## src/rtl/power_alu_seq.sv

```systemverilog
// power_alu_seq: accumulator ALU with valid/ready handshake and shift-add multiply.
// Define POWER_ALU_SAT_EN to clamp overflowing ADD/SUB/INC/DEC/MUL results instead of wrapping.
//
// state | meaning
// IDLE  | ready; single-cycle ops write b/flags on the accepting edge
// MUL   | shift-add multiply, one multiplier bit per edge, writes on the last
module power_alu_seq #(
  parameter int WIDTH = 8
) (
  input  logic             clk,
  input  logic             rst,
  input  logic             op_valid,
  output logic             op_ready,
  input  logic [3:0]       opcode,
  input  logic [WIDTH-1:0] a,
  output logic [WIDTH-1:0] b,
  output logic             res_valid,
  output logic             zf,
  output logic             nf,
  output logic             cf,
  output logic             vf
);

  localparam int CW = $clog2(WIDTH);
  localparam int PW = 2 * WIDTH;
  localparam logic [WIDTH-1:0] MAX_POS = {1'b0, {(WIDTH-1){1'b1}}};
  localparam logic [WIDTH-1:0] MIN_NEG = {1'b1, {(WIDTH-1){1'b0}}};
  localparam logic [WIDTH-1:0] ONE     = WIDTH'(1);
  localparam logic [CW-1:0]    LAST    = CW'(WIDTH - 1);
`ifdef POWER_ALU_SAT_EN
  localparam bit SAT = 1'b1;
`else
  localparam bit SAT = 1'b0;
`endif

  localparam logic [3:0] OP_TRA  = 4'h0;
  localparam logic [3:0] OP_INC  = 4'h1;
  localparam logic [3:0] OP_ADD  = 4'h2;
  localparam logic [3:0] OP_SUB  = 4'h3;
  localparam logic [3:0] OP_DEC  = 4'h4;
  localparam logic [3:0] OP_MUL  = 4'h5;
  localparam logic [3:0] OP_AND  = 4'h6;
  localparam logic [3:0] OP_NAND = 4'h7;
  localparam logic [3:0] OP_OR   = 4'h8;
  localparam logic [3:0] OP_NOR  = 4'h9;
  localparam logic [3:0] OP_XOR  = 4'hA;
  localparam logic [3:0] OP_XNOR = 4'hB;
  localparam logic [3:0] OP_GT   = 4'hC;
  localparam logic [3:0] OP_LT   = 4'hD;
  localparam logic [3:0] OP_EQ   = 4'hE;
  localparam logic [3:0] OP_NOT  = 4'hF;

  typedef enum logic {IDLE = 1'b0, MUL = 1'b1} state_t;

  state_t           state_q, state_d;
  logic [CW-1:0]    cnt_q, cnt_d;
  logic [PW-1:0]    acc_q, mcand_q;
  logic [WIDTH-1:0] mplr_q;
  logic             neg_q;

  logic             accept, mul_start, wr_en;
  logic [WIDTH-1:0] addend, mag_a, mag_b;
  logic             is_sub, is_arith, gt, lt;
  logic [WIDTH:0]   ext;
  logic [WIDTH-1:0] r_alu, r_mul, r_new;
  logic             c_alu, v_alu, v_mul, c_new, v_new;
  logic [PW-1:0]    acc_step, prod;

  assign op_ready = (state_q == IDLE) && !rst;
  assign accept   = op_valid && op_ready;

  // One shared adder/subtractor serves ADD/SUB/INC/DEC.
  always_comb begin
    addend   = b;
    is_sub   = 1'b0;
    is_arith = 1'b0;
    case (opcode)
      OP_INC:  begin addend = ONE; is_arith = 1'b1; end
      OP_ADD:  is_arith = 1'b1;
      OP_SUB:  begin is_sub = 1'b1; is_arith = 1'b1; end
      OP_DEC:  begin addend = ONE; is_sub = 1'b1; is_arith = 1'b1; end
      default: begin end
    endcase
    ext   = is_sub ? ({1'b0, a} - {1'b0, addend}) : ({1'b0, a} + {1'b0, addend});
    v_alu = is_arith && (ext[WIDTH-1] != a[WIDTH-1]) &&
            (is_sub ? (a[WIDTH-1] != addend[WIDTH-1]) : (a[WIDTH-1] == addend[WIDTH-1]));
    c_alu = is_arith && ext[WIDTH];
    gt    = $signed(a) > $signed(b);
    lt    = $signed(a) < $signed(b);

    r_alu = a;
    case (opcode)
      OP_TRA:  r_alu = a;
      OP_INC, OP_ADD, OP_SUB, OP_DEC:
               r_alu = (SAT && v_alu) ? (a[WIDTH-1] ? MIN_NEG : MAX_POS) : ext[WIDTH-1:0];
      OP_AND:  r_alu = a & b;
      OP_NAND: r_alu = ~(a & b);
      OP_OR:   r_alu = a | b;
      OP_NOR:  r_alu = ~(a | b);
      OP_XOR:  r_alu = a ^ b;
      OP_XNOR: r_alu = ~(a ^ b);
      OP_GT:   r_alu = {{(WIDTH-1){1'b0}}, gt};
      OP_LT:   r_alu = {{(WIDTH-1){1'b0}}, lt};
      OP_EQ:   r_alu = {{(WIDTH-1){1'b0}}, (a == b)};
      OP_NOT:  r_alu = ~a;
      default: r_alu = a;
    endcase
  end

  // The final edge adds the last partial product and sign-corrects combinationally.
  always_comb begin
    mag_a    = a[WIDTH-1] ? (WIDTH'(0) - a) : a;
    mag_b    = b[WIDTH-1] ? (WIDTH'(0) - b) : b;
    acc_step = acc_q + (mplr_q[0] ? mcand_q : '0);
    prod     = neg_q ? (PW'(0) - acc_step) : acc_step;
    v_mul    = !((&prod[PW-1:WIDTH-1]) || !(|prod[PW-1:WIDTH-1]));
    r_mul    = (SAT && v_mul) ? (neg_q ? MIN_NEG : MAX_POS) : prod[WIDTH-1:0];
  end

  always_comb begin
    state_d   = state_q;
    cnt_d     = cnt_q;
    mul_start = 1'b0;
    wr_en     = 1'b0;
    r_new     = r_alu;
    c_new     = c_alu;
    v_new     = v_alu;
    case (state_q)
      IDLE: begin
        if (accept) begin
          if (opcode == OP_MUL) begin
            state_d   = MUL;
            cnt_d     = '0;
            mul_start = 1'b1;
          end else begin
            wr_en = 1'b1;
          end
        end
      end
      MUL: begin
        cnt_d = cnt_q + CW'(1);
        r_new = r_mul;
        c_new = 1'b0;
        v_new = v_mul;
        if (cnt_q == LAST) begin
          wr_en   = 1'b1;
          state_d = IDLE;
          cnt_d   = '0;
        end
      end
      default: state_d = IDLE;
    endcase
  end

  always_ff @(posedge clk or posedge rst) begin
    if (rst) begin
      state_q <= IDLE;
      cnt_q   <= '0;
    end else begin
      state_q <= state_d;
      cnt_q   <= cnt_d;
    end
  end

  always_ff @(posedge clk or posedge rst) begin
    if (rst) begin
      b         <= '0;
      zf        <= 1'b0;
      nf        <= 1'b0;
      cf        <= 1'b0;
      vf        <= 1'b0;
      res_valid <= 1'b0;
      acc_q     <= '0;
      mcand_q   <= '0;
      mplr_q    <= '0;
      neg_q     <= 1'b0;
    end else begin
      res_valid <= wr_en;
      if (wr_en) begin
        b  <= r_new;
        zf <= (r_new == '0);
        nf <= r_new[WIDTH-1];
        cf <= c_new;
        vf <= v_new;
      end
      if (mul_start) begin
        acc_q   <= '0;
        mcand_q <= PW'(mag_a);
        mplr_q  <= mag_b;
        neg_q   <= a[WIDTH-1] ^ b[WIDTH-1];
      end else if (state_q == MUL) begin
        acc_q   <= acc_step;
        mcand_q <= {mcand_q[PW-2:0], 1'b0};
        mplr_q  <= {1'b0, mplr_q[WIDTH-1:1]};
      end
    end
  end

endmodule
```

## config.mk

```make
export PLATFORM = sky130hd
export DESIGN_NAME = power_alu_seq
export DESIGN_NICKNAME = d
export VERILOG_FILES = /design/src/rtl/power_alu_seq.sv
export SDC_FILE = /design/constraint.sdc
export NUM_CORES = 1
export LEC_CHECK = 0
export CORE_ASPECT_RATIO = 0.6
export CORE_MARGIN = 10
export CORE_UTILIZATION = 35
export CTS_CLUSTER_DIAMETER = 80
export DETAILED_ROUTE_END_ITERATION = 10
export GPL_TIMING_DRIVEN = 0
export PLACE_DENSITY = 0.56
export REMOVE_ABC_BUFFERS = 1
export SLEW_MARGIN = 15
export SYNTH_ARGS = -nofsm -noshare
export SYNTH_HDL_FRONTEND = slang
export SYNTH_SLANG_ARGS = --single-unit
```

## constraint.sdc

```tcl
create_clock -name clk -period 4.6 [get_ports clk]
set_input_delay 1.38 -clock clk [delete_from_list [all_inputs] [get_ports clk]]
set_output_delay 1.38 -clock clk [all_outputs]
set_load 0.05 [all_outputs]
```

==> results of run 1 <==
-- report_power, final --
group | switching (mW) | total (mW) | internal, mW | leakage [nW]
Sequential | 0.330 | 1.04 | 0.708 | 0.723
Combinational | 1.65 | 2.80 | 1.15 | 2.05
Clock | 0.272 | 0.695 | 0.424 | 0.139
-- per-stage QoR --
stage	cells	TNS [ns]	util [%]	worst slack (ns)
CTS	984	0	41.1	0.0169
finish	986	0	41.7	0.0704
detailed placement	963	-21.23	38.5	-2.42
global placement	962	-54.25	38.4	-2.63
global route	986	0	41.7	0.00000488
floorplan	706	0	-	0.0437
-- cell families after synthesis --
family,after synthesis,synth area share (%)
AND/OR/NAND/NOR,267,21.2
AO/OA/AOI/OAI,204,24.1
buffers and inverters,85,6.07
XOR/XNOR,57,8.45
flip-flops,57,23.8
adder cells (fa/ha/maj),54,11.5
multiplexers,29,4.86
-- worst paths after layout --
check | start | endpoint | slack, ns | depth (start not counted)
min in group asynchronous | rst | cf | 1.54 | 2
max in group asynchronous | rst | state_q | 2.53 | 2
max reg2reg | mplr_q[0] | vf | 0.29 | 14
min | cnt_q[0] | cnt_q[0] | 0.51 | 1
min reg2reg | cnt_q[0] | cnt_q[0] | 0.51 | 1
max | opcode[0] | zf | 0.07 | 17
-- registers in the layout, indices dropped and copies added, names as in the netlist --
register / cells
acc_q: 16
b: 8
cf: 1
cnt_q: 3
mcand_q: 16
mplr_q: 8
neg_q: 1
res_valid: 1
state_q: 1
vf: 1
zf: 1
-- layout by cell type, fill, tap and decap left out, types with 12 or more instances in the layout --
master           instances
inv_1                   36
mux2i_1                 28
dfrtp_1                 55
nand2_1                100
nand3_1                 23
ha_1                    52
and2_1                  18
xnor2_1                 38
nor2_1                  54
clkdlybuf4s50_1         24
xor2_1                  18
o21ai_0                 56
nor2b_1                 12
a21oi_1                 31
-- worst max-delay path, stage by stage --
cell and delay, ns:
buf_16 0.15, nand2_2 0.09, or2_4 0.27, a21o_1 0.22, or2_2 0.32, a31o_4 0.26
fa_2 0.38, nor2b_1 0.15, o21ai_2 0.09, a21boi_2 0.24, o21ai_2 0.09, nor3b_1 0.14
nor2_1 0.14, a21oi_2 0.09, o31a_1 0.32, and4b_1 0.18, a32o_1 0.24
-- layout make-up --
class	count	area, sq um	share of cell area [%]
multi-input cells	611	4310	62.5
clock buffers	9	225	3.27
clock inverters	7	78.8	1.14
well taps	228	285	4.14
flip-flops and latches	57	1430	20.8
repair buffers	36	420	6.10
inverters	38	145	2.11
-- metal layers --
| metal | routed length (microns) | global-route usage, % |
|---|---|---|
| met3 | 1740 | 4.05 |
| met1 | 9710 | 25.1 |
| met4 | 181 | 2.81 |
| met2 | 6880 | 20.8 |
| met5 | 0 | 0 |
-- repair_timing --
item,in CTS,in global routing
gates cloned,1,1
buffers inserted,4,1
resized for setup,43,21
hold buffers,0,0
pin swaps,6,7
setup endpoints to repair,10,6
==> results.md, run 1 <==
- Clock transition at path regs: 0.06 ns
- Final Critical Period: 4.53 ns
- DR WL/cell: 18.8 microns
- Crit Path Max Fanout: 17
- Ranking of synthesized cells by area: dfrtp_1, ha_1, nand2_1
- Die H: 121 microns
- Initial DRC count: 608
- Sequential share of the synthesized area: 23.8%
- Synthesis-stage register bit count: 57
- Worst setup SP type: input pin
- PwrDens: 658 nW/um^2
- Area after DPL: 6360 sq um
- Leak: 2.91 nW
- Hold Fails Final Rpt: 0
- Worst Setup End Kind: register
- Die area: 22,900 sq um
- Fin area: 6890 sq um
- Vias per cell: 5.77
- FILL cells: 1,655
- CTS root buffer: clkbuf_16
- # IOs: 29
- Yosys top cell area share: 23.8%
- Critical path arrival: 4.75 ns
- Initial core utilization: 36.3%
- Highest clock rate: 0.221 GHz
- Post-synth EDFFs: 0
- Unrepaired setup endpoints after global routing: false
- Worst EP required: 4.82 ns
- Status: finished clean
- CTS tree: yes
- Synth area leader: dfrtp_1
- Share of synthesized registers carrying an async set or reset: 100%
- Htree depth: 3
- Area grow syn2layout: 15.0%
- DRC: 0
- Share of cells above drive strength 1: 9.10%
- Chip Width: 189 microns
- Nets: 822
- Drt first pass iters: 5
- Slew @ Worst Pin: 0.803 ns
- Design Power: 4.53 mW
- Distinct cell type count after synthesis: 75
- CP Class: input pin to register
- Worst Hold Class: register to register
- Syn avg cell area: 7.96 sq um
- Max transition margin: 45.1%
- Core Rows: 36
- Synth Warn #: 0
- Dpl hpwl: 13,600 microns
- First-pass GRT wire length: 29,600 microns
- Placer Congestion: 0.923
- DR vias: 5,685
- Fin. max-slew vios: 0
- Final setup vio count: 0
- Worst-skew pair later-pin latency: 0.33 ns
- Largest net degree at the start of global routing: 68
- Worst IR Drop VDD: 0.357 mV
- Top post-synthesis cells by count: nand2_1, o21ai_0, dfrtp_1
- Number of diodes: 0
- Antenna violations before repair: 0
- Vias in the first global route: 5,308
- Max cap viols: 0
- Maximum root-to-sink buffer count: 2
- Total global-route track usage: 16.0%
- I/O Buffers: 28
- Total CTS buffers: 9
- Setup Skew: 0.00479 ns
- Mapped Area: 6000 sq um
- Main flop type after synthesis: dfrtp_1
- Routed wire length: 18,500 microns
- Most common cell in the netlist: nand2_1
- Tcrit/Tclk final: 98.5%
- GRT overflow: 0
- Worst hold slack: 0.510 ns
- # clock sinks: 57
- Core Footprint: 16,500 sq um
- Synth Instances: 753
- Routed Antenna Nets: 0
Power figures use the tool's default switching activity.
==> inputs of run 2 (changes only) <==
--- a/config.mk
+++ b/config.mk
@@ -8,10 +8,12 @@
 export CORE_ASPECT_RATIO = 0.6
 export CORE_MARGIN = 10
 export CORE_UTILIZATION = 35
+export CTS_BUF_LIST = sky130_fd_sc_hd__clkbuf_8
 export CTS_CLUSTER_DIAMETER = 80
 export DETAILED_ROUTE_END_ITERATION = 10
+export DONT_BUFFER_PORTS = 1
 export GPL_TIMING_DRIVEN = 0
-export PLACE_DENSITY = 0.56
+export PLACE_DENSITY = 0.54
 export REMOVE_ABC_BUFFERS = 1
 export SLEW_MARGIN = 15
 export SYNTH_ARGS = -nofsm -noshare
==> run 2 against run 1 <==
Effect of this change: clock power is 36% lower; final cell count decreased by 3.4%; clock skew increased by 0.013 ns; sequential power rose by 16%; flip-flop and latch count unchanged; critical path depth unchanged; clock-buffer cell count increased by 1; non-clock buffer count is 34 lower; worst hold slack lost 0.0071 ns; die area is the same; sequential share of layout area is 1.9 points higher; maximum frequency rose by 1.4%; critical path type unchanged; largest cell class unchanged.
==> results.md, run 2 (synthesized netlist as in run 1, its figures left out) <==
- Area grow syn2layout: 5.30%
- PwrDens: 639 nW/um^2
- Maximum root-to-sink buffer count: 2
- Final Util: 38.2%
- CP delay by family, top: compound AO/OA/AOI/OAI gates
- WP buf/inv: 1
- CTS tree: yes
- # clock sinks: 57
- Placer Congestion: 0.875
- Leak: 2.67 nW
- Routed wire length: 18,000 microns
- Number of diodes: 0
- Total global-route track usage: 15.5%
- Worst IR Drop VDD: 0.224 mV
- # IOs: 29
- Worst setup SP type: input pin
- Antenna violations before repair: 0
- Hold Fails Final Rpt: 0
- Worst Setup End Kind: register
- Highest clock rate: 0.224 GHz
- Most frequent cells in the layout: nand2_1, o21ai_0, nor2_1, dfrtp_1, ha_1
- DR WL/cell: 18.9 microns
- GRT overflow: 0
- Top Registers: acc_q x16, mcand_q x16
- Slew @ Worst Pin: 1.15 ns
- Hold Buf Count CTS: 0
- Crit-path max cell delay: 0.37 ns
- Die area: 22,900 sq um
- Chip Width: 189 microns
- Share of cells above drive strength 1: 6.77%
- Clock transition at path regs: 0.08 ns
- Critical path arrival: 4.76 ns
- Max transition margin: 23.0%
- Vias in the first global route: 5,201
- Drt first pass iters: 5
- Vias per cell: 5.73
- Crit-path most repeated cell: o21ai_1
- Die H: 121 microns
- Routed Antenna Nets: 0
- Area of the multi-input gates: 4250 sq um
- First-pass GRT wire length: 28,900 microns
- Setup Skew: 0.0174 ns
- Final setup vio count: 0
- Largest net degree at the start of global routing: 68
- Nets: 788
- Status: finished clean
- Core Rows: 36
- Tcrit/Tclk final: 97.1%
- Worst Hold Class: register to register
- Crit Path Max Fanout: 33
- Fin. max-slew vios: 0
- CTS root buffer: clkbuf_8
- Initial DRC count: 540
- Worst EP required: 4.90 ns
- CP cell instances: nor2_4 > nand2_2 > a21o_1 > or2_2 > a31o_2 > inv_1 > ha_1 > nor2b_1 > o21ai_1 > a21boi_1 > o21ai_1 > a21boi_0 > o21ai_1 > a21boi_1 > nor2_1 > a221oi_2 > a32o_1
- FILL cells: 1,698
- Dpl hpwl: 13,500 microns
- CP Class: input pin to register
- Max cap viols: 0
- DRC: 0
- Total CTS buffers: 9
- Core Footprint: 16,500 sq um
- Most common cell after layout, fill and taps aside: nand2_1
- Slowest cell on crit path: a221oi_2
- Initial core utilization: 36.3%
- Htree depth: 3
- DR vias: 5,458
- I/O Buffers: 0
- Worst R2R Setup Slack: 0.33 ns
- Worst-skew pair later-pin latency: 0.36 ns
- Worst hold slack: 0.503 ns
- Seq. cell area: 1430 sq um
- Final Critical Period: 4.47 ns
## run 2: changes by cell type in the layout (fill, tap and decap cells not counted), moves of 4 or more
cell,previous run,this run
o21ai_2,5,0
clkbuf_8,0,10
clkbuf_16,10,0
clkdlybuf4s50_1,24,0
buf_4,6,1
o21ai_0,56,60
## run 2: worst register-to-register path, cell delays in order (launching register included)
cell and delay, ns:
dfrtp_2 0.55, and2_1 0.20, ha_1 0.16, inv_1 0.06, fa_1 0.41, and2b_1 0.30, o211a_1 0.18, o211ai_1 0.28
a2111oi_4 0.60, inv_1 0.14, o41ai_1 0.33, xor2_1 0.14, or4_1 0.54, mux2i_1 0.17, o211ai_1 0.10
## run 2: area by class of cell
cell class,count,area share (%)
Clock inverter,6,0.674
Multi-Input combinational cell,611,67.3
Tap cell,228,4.52
Timing Repair Buffer,2,0.297
Sequential cell,57,22.7
Inverter,38,2.30
Clock buffer,10,2.18
## run 2: final timing paths
path	endpoint	depth (start not counted)	start
worst max-delay path	zf	17	opcode[0]
min in group asynchronous	mplr_q[3]	1	rst
worst min register to register	mplr_q[1]	2	mplr_q[2]
worst max register to register	vf	14	mplr_q[0]
max in group asynchronous	state_q	1	rst
worst min-delay path	mplr_q[1]	2	mplr_q[2]
## run 2: timing repair
item	in CTS	in global routing
endpoints found under the hold margin	0	0
pin swaps	0	3
cloned	0	0
buffers inserted	1	0
setup endpoints to repair	6	5
gates resized for setup	6	11
## run 2: routing by layer
metal | GRT usage [%] | share of wire, % | up-vias
li1 | - | - | 2613
met1 | 24.2 | 52 | 2665
met2 | 20.4 | 38 | 171
met3 | 4.85 | 9.6 | 9
met4 | 1.48 | 0.31 | 0
met5 | 0 | 0 | -
## run 2: where the power goes
group          internal, mW  switching, mW  total (mW)  leakage (nW)
logic                 0.992           1.39        2.38          1.86
registers             0.703          0.509        1.21         0.722
clock network         0.211          0.233       0.444        0.0887
## run 2: stage by stage
| stage | setup TNS [ns] | worst slack (ns) | cell area [sq um] | cells | power [mW] |
|---|---|---|---|---|---|
| floorplan | 0 | 0.0437 | 5780 | 706 | 2.91 |
| global placement | -8.84 | -0.810 | 6060 | 934 | 3.44 |
| detailed placement | -4.52 | -0.961 | 6090 | 935 | 3.51 |
| CTS | 0 | 0.0104 | 6290 | 952 | 3.99 |
| global route | -0.0129 | -0.0129 | 6310 | 952 | 4.39 |
| finish | 0 | 0.134 | 6310 | 952 | 4.04 |
